$ cat src/rtl/alu_op_sequencer.sv
// Opcode sequencer: accepts one opcode via valid/ready, holds a one-hot select
// for an opcode-dependent latency, then offers a completion handshake.
module alu_op_sequencer #(
  parameter int OP_W     = 3,
  parameter int NUM_OPS  = 8,
  parameter int MUL_CODE = 2,
  parameter int DIV_CODE = 3,
  parameter int MUL_LAT  = 4,
  parameter int DIV_LAT  = 8,
  parameter int CNT_W    = 16
) (
  input  logic                 clk,
  input  logic                 rst,
  input  logic [OP_W-1:0]      op_in,
  input  logic                 op_valid,
  output logic                 op_ready,
  output logic [2**OP_W-1:0]   sel,
  output logic                 busy,
  output logic                 op_err,
  output logic                 out_valid,
  input  logic                 out_ready,
  output logic [CNT_W-1:0]     op_count
);

  localparam int MAX_LAT = (MUL_LAT > DIV_LAT) ? MUL_LAT : DIV_LAT;
  localparam int CW      = (MAX_LAT > 1) ? $clog2(MAX_LAT) : 1;

  typedef enum logic [1:0] {IDLE, BUSY, DONE} state_t;

  state_t              state;
  logic [CW-1:0]       lat_cnt;
  logic                illegal_q;
  logic                illegal_in;
  logic [CW-1:0]       lat_load;
  logic [2**OP_W-1:0]  sel_next;

  always_comb begin
    illegal_in = 32'(op_in) >= 32'(NUM_OPS);
    sel_next   = '0;
    if (!illegal_in) sel_next[op_in] = 1'b1;
    if (op_in == OP_W'(MUL_CODE))      lat_load = CW'(MUL_LAT - 1);
    else if (op_in == OP_W'(DIV_CODE)) lat_load = CW'(DIV_LAT - 1);
    else                               lat_load = '0;
  end

  // Handshake outputs decode straight from state, so no input reaches an output
  assign op_ready  = (state == IDLE);
  assign busy      = (state != IDLE);
  assign out_valid = (state == DONE);

  always_ff @(posedge clk) begin
    if (rst) begin
      state     <= IDLE;
      lat_cnt   <= '0;
      illegal_q <= 1'b0;
      sel       <= '0;
      op_err    <= 1'b0;
      op_count  <= '0;
    end else begin
      case (state)
        IDLE: if (op_valid) begin
          lat_cnt   <= lat_load;
          illegal_q <= illegal_in;
          sel       <= sel_next;
          state     <= BUSY;
        end
        BUSY: if (lat_cnt == '0) begin
          op_err <= illegal_q;
          state  <= DONE;
        end else begin
          lat_cnt <= lat_cnt - CW'(1);
        end
        DONE: if (out_ready) begin
          sel      <= '0;
          op_err   <= 1'b0;
          op_count <= op_count + CNT_W'(1);
          state    <= IDLE;
        end
        default: state <= IDLE;
      endcase
    end
  end

endmodule
$ cat config.mk
export PLATFORM = sky130hd
export DESIGN_NAME = alu_op_sequencer
export DESIGN_NICKNAME = d
export VERILOG_FILES = /design/src/rtl/alu_op_sequencer.sv
export SDC_FILE = /design/constraint.sdc
export NUM_CORES = 1
export LEC_CHECK = 0
export BUFFER_PORTS_ARGS = -buffer_cell sky130_fd_sc_hd__buf_2
export CORE_AREA = 2 2 58 60
export CTS_CLUSTER_DIAMETER = 30
export DETAILED_ROUTE_END_ITERATION = 10
export DIE_AREA = 0 0 60 62
export PLACE_DENSITY = 0.77
export RECOVER_POWER = 50
export SETUP_SLACK_MARGIN = 0.2
export SYNTH_ARGS = -nofsm -noshare
export SYNTH_HDL_FRONTEND = slang
export SYNTH_SLANG_ARGS = --single-unit
$ cat constraint.sdc
create_clock -name clk -period 1.6 [get_ports clk]
set_input_delay 0.32 -clock clk [delete_from_list [all_inputs] [get_ports clk]]
set_output_delay 0.32 -clock clk [all_outputs]
set_load 0.05 [all_outputs]
Yosys cells after proc, flatten, opt, wreduce, memory -nomap -nowiden --
Cells that the tools add are included.
Cells by class: eq/ne operators 8, add/sub/neg operators 2, reduce and logical (&&, ||, !) cells 12, magnitude comparators 2, mux-type cells 17
Operators by type and width (number):
- 16-bit by 1-bit adder with 16-bit output, second input constant | 1
- 8-bit 2-to-1 mux | 2
- 8-bit case mux with 2 select lines | 1
- 3-bit 2-to-1 mux | 4
- 3-bit AND reduction | 4
- 2-bit nonzero test | 4
- 3-bit by 2-bit equality test with 1-bit output, second input constant | 2
- 2-bit 2-to-1 mux | 3
- 2-bit inequality test, second input constant | 3
- 2-bit case mux with 3 select lines | 1
- 3-bit case mux with 2 select lines | 1
- 3-bit by 4-bit less-than comparator with 1-bit output, second input constant | 1
- 1-bit demux with 3-bit select | 1
- 3-bit by 1-bit >= comparator with 1-bit output, second input constant | 1
- 3-bit logical NOT | 1
- 1-bit 2-to-1 mux | 3
- 3-bit by 1-bit subtractor with 3-bit output, second input constant | 1
- 2-bit by 1-bit equality test with 1-bit output, second input constant | 1
- 2-bit equality test, second input constant | 1
- 2-bit logical NOT | 1
- 2-bit by 1-bit inequality test with 1-bit output, second input constant | 1
- 1-bit case mux with 2 select lines | 1
- 2-bit AND reduction | 1
- 1-bit logical AND | 1
Word-level totals: output and inout port bits 28, logic and storage cells 46, register bits 30, bits of input ports 7

Logic depth before layout (Yosys ltp) --
Gate-level depths: netlist of run 1.
word-level depth 6, depth in mapped cells 6, mapped depth without buffers 6

Worst setup path before layout of run 1 --
No wires, ideal clock.
path kind register -> output, from reg state[0], to out busy, data required time 1.280 ns, path buffers 1, arrival time 1.596 ns, setup slack -0.316 ns, cell stages (with the launch flop) 4, path through dfxtp_1 > buf_6 > nor2_1 > inv_1
On the way: longest elaborated chain between the ends 1
RTL lines:
- start: declaration | RTL line 30 | state_t state;
- start signal: assignment | RTL line 53 | state <= IDLE;
- start signal: assignment | RTL line 65 | state <= BUSY;
- start signal: assignment | RTL line 69 | state <= DONE;
- 2-bit nonzero test | RTL line 48 | assign busy = (state != IDLE);
- end: declaration | RTL line 18 | output logic busy,
Every way passes these cells.

Final worst setup path of run 1 --
from reg state[0], to out out_valid
On the way: longest elaborated chain between the ends 1
RTL lines:
- 2-bit equality test | RTL line 49 | assign out_valid = (state == DONE);
- end: declaration | RTL line 20 | output logic out_valid,
Every way passes these cells.

==> results of run 1 <==
==> worst paths after layout <==
path	start	endpoint	slack [ps]	cells past startpoint
setup / recovery	state[0]	out_valid	100	3
hold / removal	op_in[1]	sel[7]	290	3
setup reg to reg	state[0]	sel[0]	160	6
hold reg to reg	sel[5]	sel[5]	460	2
==> stage by stage <==
stage	util, %	hold WS, ps	area (um2)	std cells	setup slack, ps
floorplan	-	449	1400	161	13.6
global placement	50.5	438	1610	236	135
detailed placement	50.5	444	1610	236	56.5
CTS	55.8	271	1770	249	114
global route	58.8	284	1870	254	36.6
finish	58.8	289	1870	254	101
==> power breakdown <==
part | switching [W] | total, W | internal, W
sequential | 0.0000211 | 0.000765 | 0.000744
combinational | 0.000288 | 0.000496 | 0.000208
clock | 0.000261 | 0.000516 | 0.000254
total | 0.000570 | 0.00178 | 0.00121
==> cell type report <==
cell class,count,area (um2)
Clock buffer,7,65.1
Clock inverter,1,5.00
Fill cell,293,1310
Inverter,5,18.8
Multi-Input combinational cell,118,790
Sequential cell,29,622
Tap cell,46,57.6
Timing Repair Buffer,48,312
==> worst min-delay path, stage by stage <==
cell     delay, ps
buf_2          120
nand4_1         60
a21oi_1         60
==> cell families (layout without fill, tap and decap cells) <==
group / Yosys count / in the layout / share of synthesized area [%]
XOR/XNOR: 10 / 10 / 6.49
AO/OA/AOI/OAI: 27 / 27 / 11.5
AND/OR/NAND/NOR: 76 / 76 / 29.9
other: 1 / 1 / 0.278
flip-flops: 29 / 29 / 43.0
multiplexers: 1 / 1 / 0.742
buffers and inverters: 14 / 61 / 5.29
adder cells (fa/ha/maj): 3 / 3 / 2.78
==> cell usage after synthesis, types with 2 or more instances <==
cell type | n | share of area (%)
o31ai_1 | 2 | 1.1
clkbuf_1 | 6 | 1.7
a211oi_1 | 2 | 1.1
and4_1 | 2 | 1.3
nand4_1 | 11 | 5.1
and2_1 | 2 | 0.93
buf_6 | 2 | 1.7
a21oi_1 | 16 | 5.9
ha_1 | 3 | 2.8
or4_1 | 2 | 1.1
nor2b_1 | 3 | 1.4
and3_1 | 2 | 0.93
inv_1 | 5 | 1.4
xor2_1 | 10 | 6.5
or3_1 | 3 | 1.4
dfxtp_1 | 29 | 43
nand3_1 | 9 | 3.3
nor2_1 | 18 | 5.0
nand2_1 | 15 | 4.2
o21ai_0 | 4 | 1.5
==> routing by layer <==
metal | wire length, um | GRT usage [%] | up-vias
met2 | 1770 | 35.1 | 47
met1 | 1370 | 18.8 | 634
met4 | 22 | 6.98 | 0
met3 | 199 | 6.63 | 6
li1 | - | - | 659
met5 | 0 | 0 | -
==> repair_timing <==
item                                    4_1_cts  5_1_grt
gates cloned                                  0        1
gates resized for setup                      20       18
setup buffers                                 5        4
pin swaps                                     4        7
endpoints found under the setup margin        8       17
==> state kept, by name (all words and copies together), names as in the netlist <==
| name | count |
|---|---|
| lat_cnt | 3 |
| op_count | 16 |
| sel | 8 |
| state | 2 |
==> impl_results.md, run 1 <==
- First-pass GRT wire length: 5160 um
- Cell chain of the critical path: buf_6 -> and2b_1 -> buf_8
- Die X-Extent: 60 um
- Worst min path class: in2reg
- Result of the run: completed
- Clock H-tree levels: 2
- Max-cap check violation count: 0
- Endpoint class of the critical path: output port
- Average detailed-routed wire length per instance: 13.2 um
- Via count of the first global-routing pass: 1232
- Max Fclk: 667 MHz
- Initial cell density of the core: 42.4%
- Worst vdd ir: 0.000580 V
- NumNets Final: 217
- Clock tree from TritonCTS: yes
- Clock buffer count from CTS: 5
- Half-perimeter wire length after placement: 2060 um
- Rel. slew slack: 60.6%
- Share of flip-flops with an asynchronous set or reset after synthesis: 0%
- Slowest library cell on the worst path: dfxtp_1
- TritonCTS Sinks: 29
- Core region area: 3180 um2
- Maximum number of pins on one net before global-route repair: 30
- Syn Std Cell Area: 1350 um2
- Remaining global-route overflow: 0
- Hold-fix buffers at CTS: 0
- Number of setup violations in the final report: 0
- Cell area power density: 950 nW/um2
- Commonest non-fill, non-tap cell in the layout: clkbuf_2
- RSZ-0062 raised after global routing: true
- Final hold violations: 0
- Post-DR vias/cell: 5.30
- Peak per-stage delay on the critical path: 330 ps
- Maximum buffer depth of the clock tree: 2
- GRT Resource Usage Total: 18.6%
- Critical Path Start Type: flip-flop
- DRC violations left: 0
- TritonRoute pass-1 iters: 4
- Post-layout total power: 0.00178 W
- Buf/Inv on CP: 2
- Number of violations reported at the end of detailed-routing iteration 0: 91
- Class of the most critical setup path: reg2out
- Cell class contributing the biggest share of worst-path delay: flip-flops
- Final period util: 93.7%
- Remaining antenna violation count: 0
- Clock root buffer: clkbuf_4
- Floorplan die height: 62 um
- Layout overhead on the synthesized area: 38.6%
- RD Place Congestion: 0.828
- Worst-margin pin slew: 591 ps
- Count of flip-flops with a built-in enable after synthesis: 0
- Slew Limit Fails: 0
- Data required time of the worst path: 1280 ps
- Number of antenna violations at the first check in global routing: 0
- Ratio of cells with drive above 1 in the final layout: 44.7%
- Synthesized Nets: 171
- Number of top-level pins: 35
- Netlist cell types: 35
- Final antenna diode count: 0
- Post-Route Setup TNS: 0 ps
- Ys Warns: 0
- Static leakage: 0.782 nW
- Std-Cell Rows: 21
- Vias after detailed routing: 1346
- Number of synthesized register bits: 29
- Sequential share of the synthesized area: 43.0%
- Final critical-path required period: 1500 ps
- Syn_area_per_cell: 8.38 um2
- Highest net fanout along the worst path: 4
- Worst clock skew on the final layout: 6.58 ps
- Synthesized instance count: 161
- Sum of routed wire length over all layers: 3370 um
- Port Buffers: 33
- Die outline area: 3720 um2
- Endpoint arrival time on the critical path: 1180 ps
- Flip-flop cell with the highest count after synthesis: dfxtp_1
- Clock latency of the later-clocked register in the worst-skew pair: 330 ps
- Clk slew on worst S/H paths: 90 ps
- Commonest cells after routing, fill and taps aside: clkbuf_2, nor2_1, nand2_1
Note: power is estimated with default switching activity, not from simulation.
==> run 2, diff against run 1 <==
--- a/config.mk
+++ b/config.mk
@@ -5,12 +5,13 @@
 export SDC_FILE = /design/constraint.sdc
 export NUM_CORES = 1
 export LEC_CHECK = 0
+export ABC_AREA = 1
 export BUFFER_PORTS_ARGS = -buffer_cell sky130_fd_sc_hd__buf_2
-export CORE_AREA = 2 2 58 60
+export CORE_AREA = 2 2 59 61
 export CTS_CLUSTER_DIAMETER = 30
 export DETAILED_ROUTE_END_ITERATION = 10
-export DIE_AREA = 0 0 60 62
-export PLACE_DENSITY = 0.77
+export DIE_AREA = 0 0 61 63
+export PLACE_DENSITY = 0.78
 export RECOVER_POWER = 50
 export SETUP_SLACK_MARGIN = 0.2
 export SYNTH_ARGS = -nofsm -noshare
==> run 2 against run 1 <==
Compared with the run above: combinational power down 22%; register-to-register slack improved by 60 ps; cell area down 4.6%; sequential power grew 3.7%; highest routed layer unchanged; worst hold slack worse by 32 ps.
==> impl_results.md, run 2 <==
- Commonest non-fill, non-tap cell in the layout: nor2_1
- Top post-synthesis cells by area: dfxtp_1, nor2_1, nand2_1, inv_1, nand3_1
- Highest net fanout along the worst path: 2 (-2)
- Post-route setup slack: 145 ps (+44.1 ps)
- Dominant cell type by area after synthesis: dfxtp_1
- Peak per-stage delay on the critical path: 470 ps (+140 ps)
- Number of setup violations in the final report: 0 (unchanged)
- Remaining global-route overflow: 0 (unchanged)
- Synthesized Nets: 218 (+27%)
- Layout overhead on the synthesized area: 24.3%
- Beginning of the worst register-to-register path: lat_cnt[0]
- Die X-Extent: 61 um (+1.7%)
- Post-Route Setup TNS: 0 ps (unchanged)
- Count of flip-flops with a built-in enable after synthesis: 0 (unchanged)
- Share of flip-flops with an asynchronous set or reset after synthesis: 0% (unchanged)
- Netlist cell types: 24 (-31%)
- Instance count along the most critical hold path: 2 (-1)
- Top-count cell post-synth: nor2_1
- Std-Cell Rows: 21 (unchanged)
- Clk slew on worst S/H paths: 90 ps (about the same)
- Max Fclk: 687 MHz (+3.0%)
- Average detailed-routed wire length per instance: 10.1 um (-24%)
- Synthesized instance count: 208 (+29%)
- Worst min path class: in2reg
- Capture instance of the worst register-to-register path: lat_cnt[1]
- NumNets Final: 259 (+19%)
- Post-DR vias/cell: 4.74 (-10%)
- Endpoint class of the critical path: output port
- Synth top cells by count: nor2_1, nand2_1, inv_1
- Cell chain of the critical path: clkbuf_1
- TritonRoute pass-1 iters: 4 (unchanged)
- Remaining antenna violation count: 0 (unchanged)
- Clock root buffer: clkbuf_4
- End of the worst hold path: state[0]
- Biggest registers after layout: op_count (16), sel (8), lat_cnt (3)
- Commonest cells after routing, fill and taps aside: nor2_1, nand2_1, inv_1
- Rel. slew slack: 60.3% (-0.30 points)
- Flip-flop cell with the highest count after synthesis: dfxtp_1
- Core region area: 3230 um2 (+1.7%)
- Static leakage: 0.800 nW (+2.3%)
- RD Place Congestion: 0.826 (-0.24%)
- Ratio of cells with drive above 1 in the final layout: 24.8% (-20 points)
- Final critical-path required period: 1460 ps (-44.1 ps)
- DRC violations left: 0 (unchanged)
- Filler instances: 313 (+6.8%)
- Worst reg2reg setup slack: 220 ps (+60 ps)
- Critical Path Start Type: flip-flop
- Sequential share of the synthesized area: 40.5% (-2.6 points)
- Sum of routed wire length over all layers: 2990 um (-11%)
- Die outline area: 3840 um2 (+3.3%)
- Utilization after layout: 55.2% (-3.6 points)
- Final period util: 91.0% (-2.8 points)
- Clock H-tree levels: 2 (unchanged)
- Fraction of post-synthesis cell area in the top cell type by area: 40.5% (-2.6 points)
- Slew Limit Fails: 0 (unchanged)
- Number of antenna violations at the first check in global routing: 0 (unchanged)
- Hold-fix buffers at CTS: 0 (unchanged)
- Data required time of the worst path: 1280 ps (about the same)
- Result of the run: completed
- Clock latency of the later-clocked register in the worst-skew pair: 330 ps (about the same)
- Number of synthesized register bits: 29 (unchanged)
- Syn_area_per_cell: 6.89 um2 (-18%)
- TritonCTS Sinks: 29 (unchanged)
- Worst clock skew on the final layout: 13.2 ps (+6.63 ps)
- First-pass GRT wire length: 4950 um (-4.0%)
- Floorplan die height: 63 um (+1.6%)
- Via count of the first global-routing pass: 1182 (-4.1%)
- Maximum buffer depth of the clock tree: 2 (unchanged)
- Cell class contributing the biggest share of worst-path delay: buffers and inverters
- Final antenna diode count: 0 (unchanged)
- GRT Resource Usage Total: 17.0% (-1.6 points)
- Endpoint arrival time on the critical path: 1140 ps (-40 ps)
- Worst-margin pin slew: 598 ps (+6.86 ps)
- Syn Std Cell Area: 1430 um2 (+6.3%)
- Port Buffers: 33 (unchanged)
- Clock buffer count from CTS: 5 (unchanged)
- Vias after detailed routing: 1404 (+4.3%)
- Buf/Inv on CP: 1 (-1)
- Class of the most critical setup path: reg2out
- RSZ-0062 raised after global routing: true
- Maximum number of pins on one net before global-route repair: 17 (-43%)
- Startpoint of the tightest hold check path: rst
- Worst R2R Path Depth: 9 (+3)
- Ys Warns: 0 (unchanged)
- Number of top-level pins: 35 (unchanged)
- Slowest library cell on the worst path: clkbuf_1
- Place WS: 194 ps (+138 ps)
- Max-cap check violation count: 0 (unchanged)
- Worst vdd ir: 0.000530 V (-8.7%)
- Max FFs per register: 16 (unchanged)
- Final hold violations: 0 (unchanged)
- Most flop-heavy register: op_count
- Clock tree from TritonCTS: yes
- Initial cell density of the core: 44.4% (+1.9 points)
- Number of violations reported at the end of detailed-routing iteration 0: 76 (-16%)
- Cell area power density: 948 nW/um2 (-0.22%)
- Half-perimeter wire length after placement: 2220 um (+7.9%)
-- run 2: changes by cell type in the layout (fill, tap and decap cells not counted), moves of 8 or more --
cell and delta:
inv_1 +24, clkbuf_2 -16, buf_2 +9, nand3_1 +8, nand2_1 +21, nor2_1 +23, xor2_1 -8
-- run 2: per-stage QoR --
stage	hold slack (ps)	instance area [um2]	instances	total power [W]
finish	257	1780	296	0.00169
global route	266	1780	296	0.00178
CTS	244	1770	293	0.00171
detailed placement	493	1670	284	0.00118
global placement	493	1670	284	0.00118
floorplan	471	1460	208	0.00111
-- run 2: worst max path at each step --
stage	start	endpoint	slack [ps]	cells after the start
floorplan	op_count[8]	op_count[15]	210	6
global placement	state[0]	lat_cnt[1]	270	7
detailed placement	state[0]	lat_cnt[1]	190	7
CTS	state[1]	out_valid	200	3
global route	sel[6]	sel[6]	100	1
finish	sel[3]	sel[3]	140	1
-- run 2: power by group --
group | switching (W) | internal, W
clock network | 0.000258 | 0.000254
logic | 0.000281 | 0.000104
registers | 0.0000280 | 0.000765
total | 0.000567 | 0.00112
-- run 2: worst reg2reg max path, delay by kind of cell (launching register included) --
family                     cells  cell delay (ps)
adders and majority gates      2              360
buffers and inverters          3              190
DFF                            1              330
and+or+nand+nor                4              400
-- run 2: cell type report --
type | count | area, um2 | share of cell area (%)
Tap cell | 46 | 57.6 | 3.23
Multi-Input combinational cell | 144 | 722 | 40.5
Sequential cell | 29 | 604 | 33.9
Timing Repair Buffer | 39 | 216 | 12.1
Clock inverter | 1 | 5.00 | 0.281
Clock buffer | 7 | 65.1 | 3.65
Inverter | 30 | 113 | 6.32
-- run 2: timing repair --
action / CTS / global route
gates resized for setup: 7 / 9
pin swaps: 0 / 7
setup buffers: 1 / 3
setup endpoints to repair: 4 / 8
endpoints found under the hold margin: 0 / 0
-- run 2: kinds of logic after synthesis --
group / after synthesis / share of synthesized area (%)
simple gates: 106 / 33.5
buf+inv: 35 / 9.95
compound gates: 31 / 11.3
flops: 29 / 40.5
xor+xnor: 3 / 1.83
fa+ha+maj: 3 / 2.62
other cells: 1 / 0.262
-- run 2: layer usage --
layer | vias to the layer above | part of all wire, % | track usage [%]
met5 | - | 0 | 0
met3 | 6 | 5.2 | 5.80
met4 | 0 | 1.5 | 6.25
met2 | 35 | 45 | 25.0
li1 | 749 | - | -
met1 | 614 | 49 | 22.9
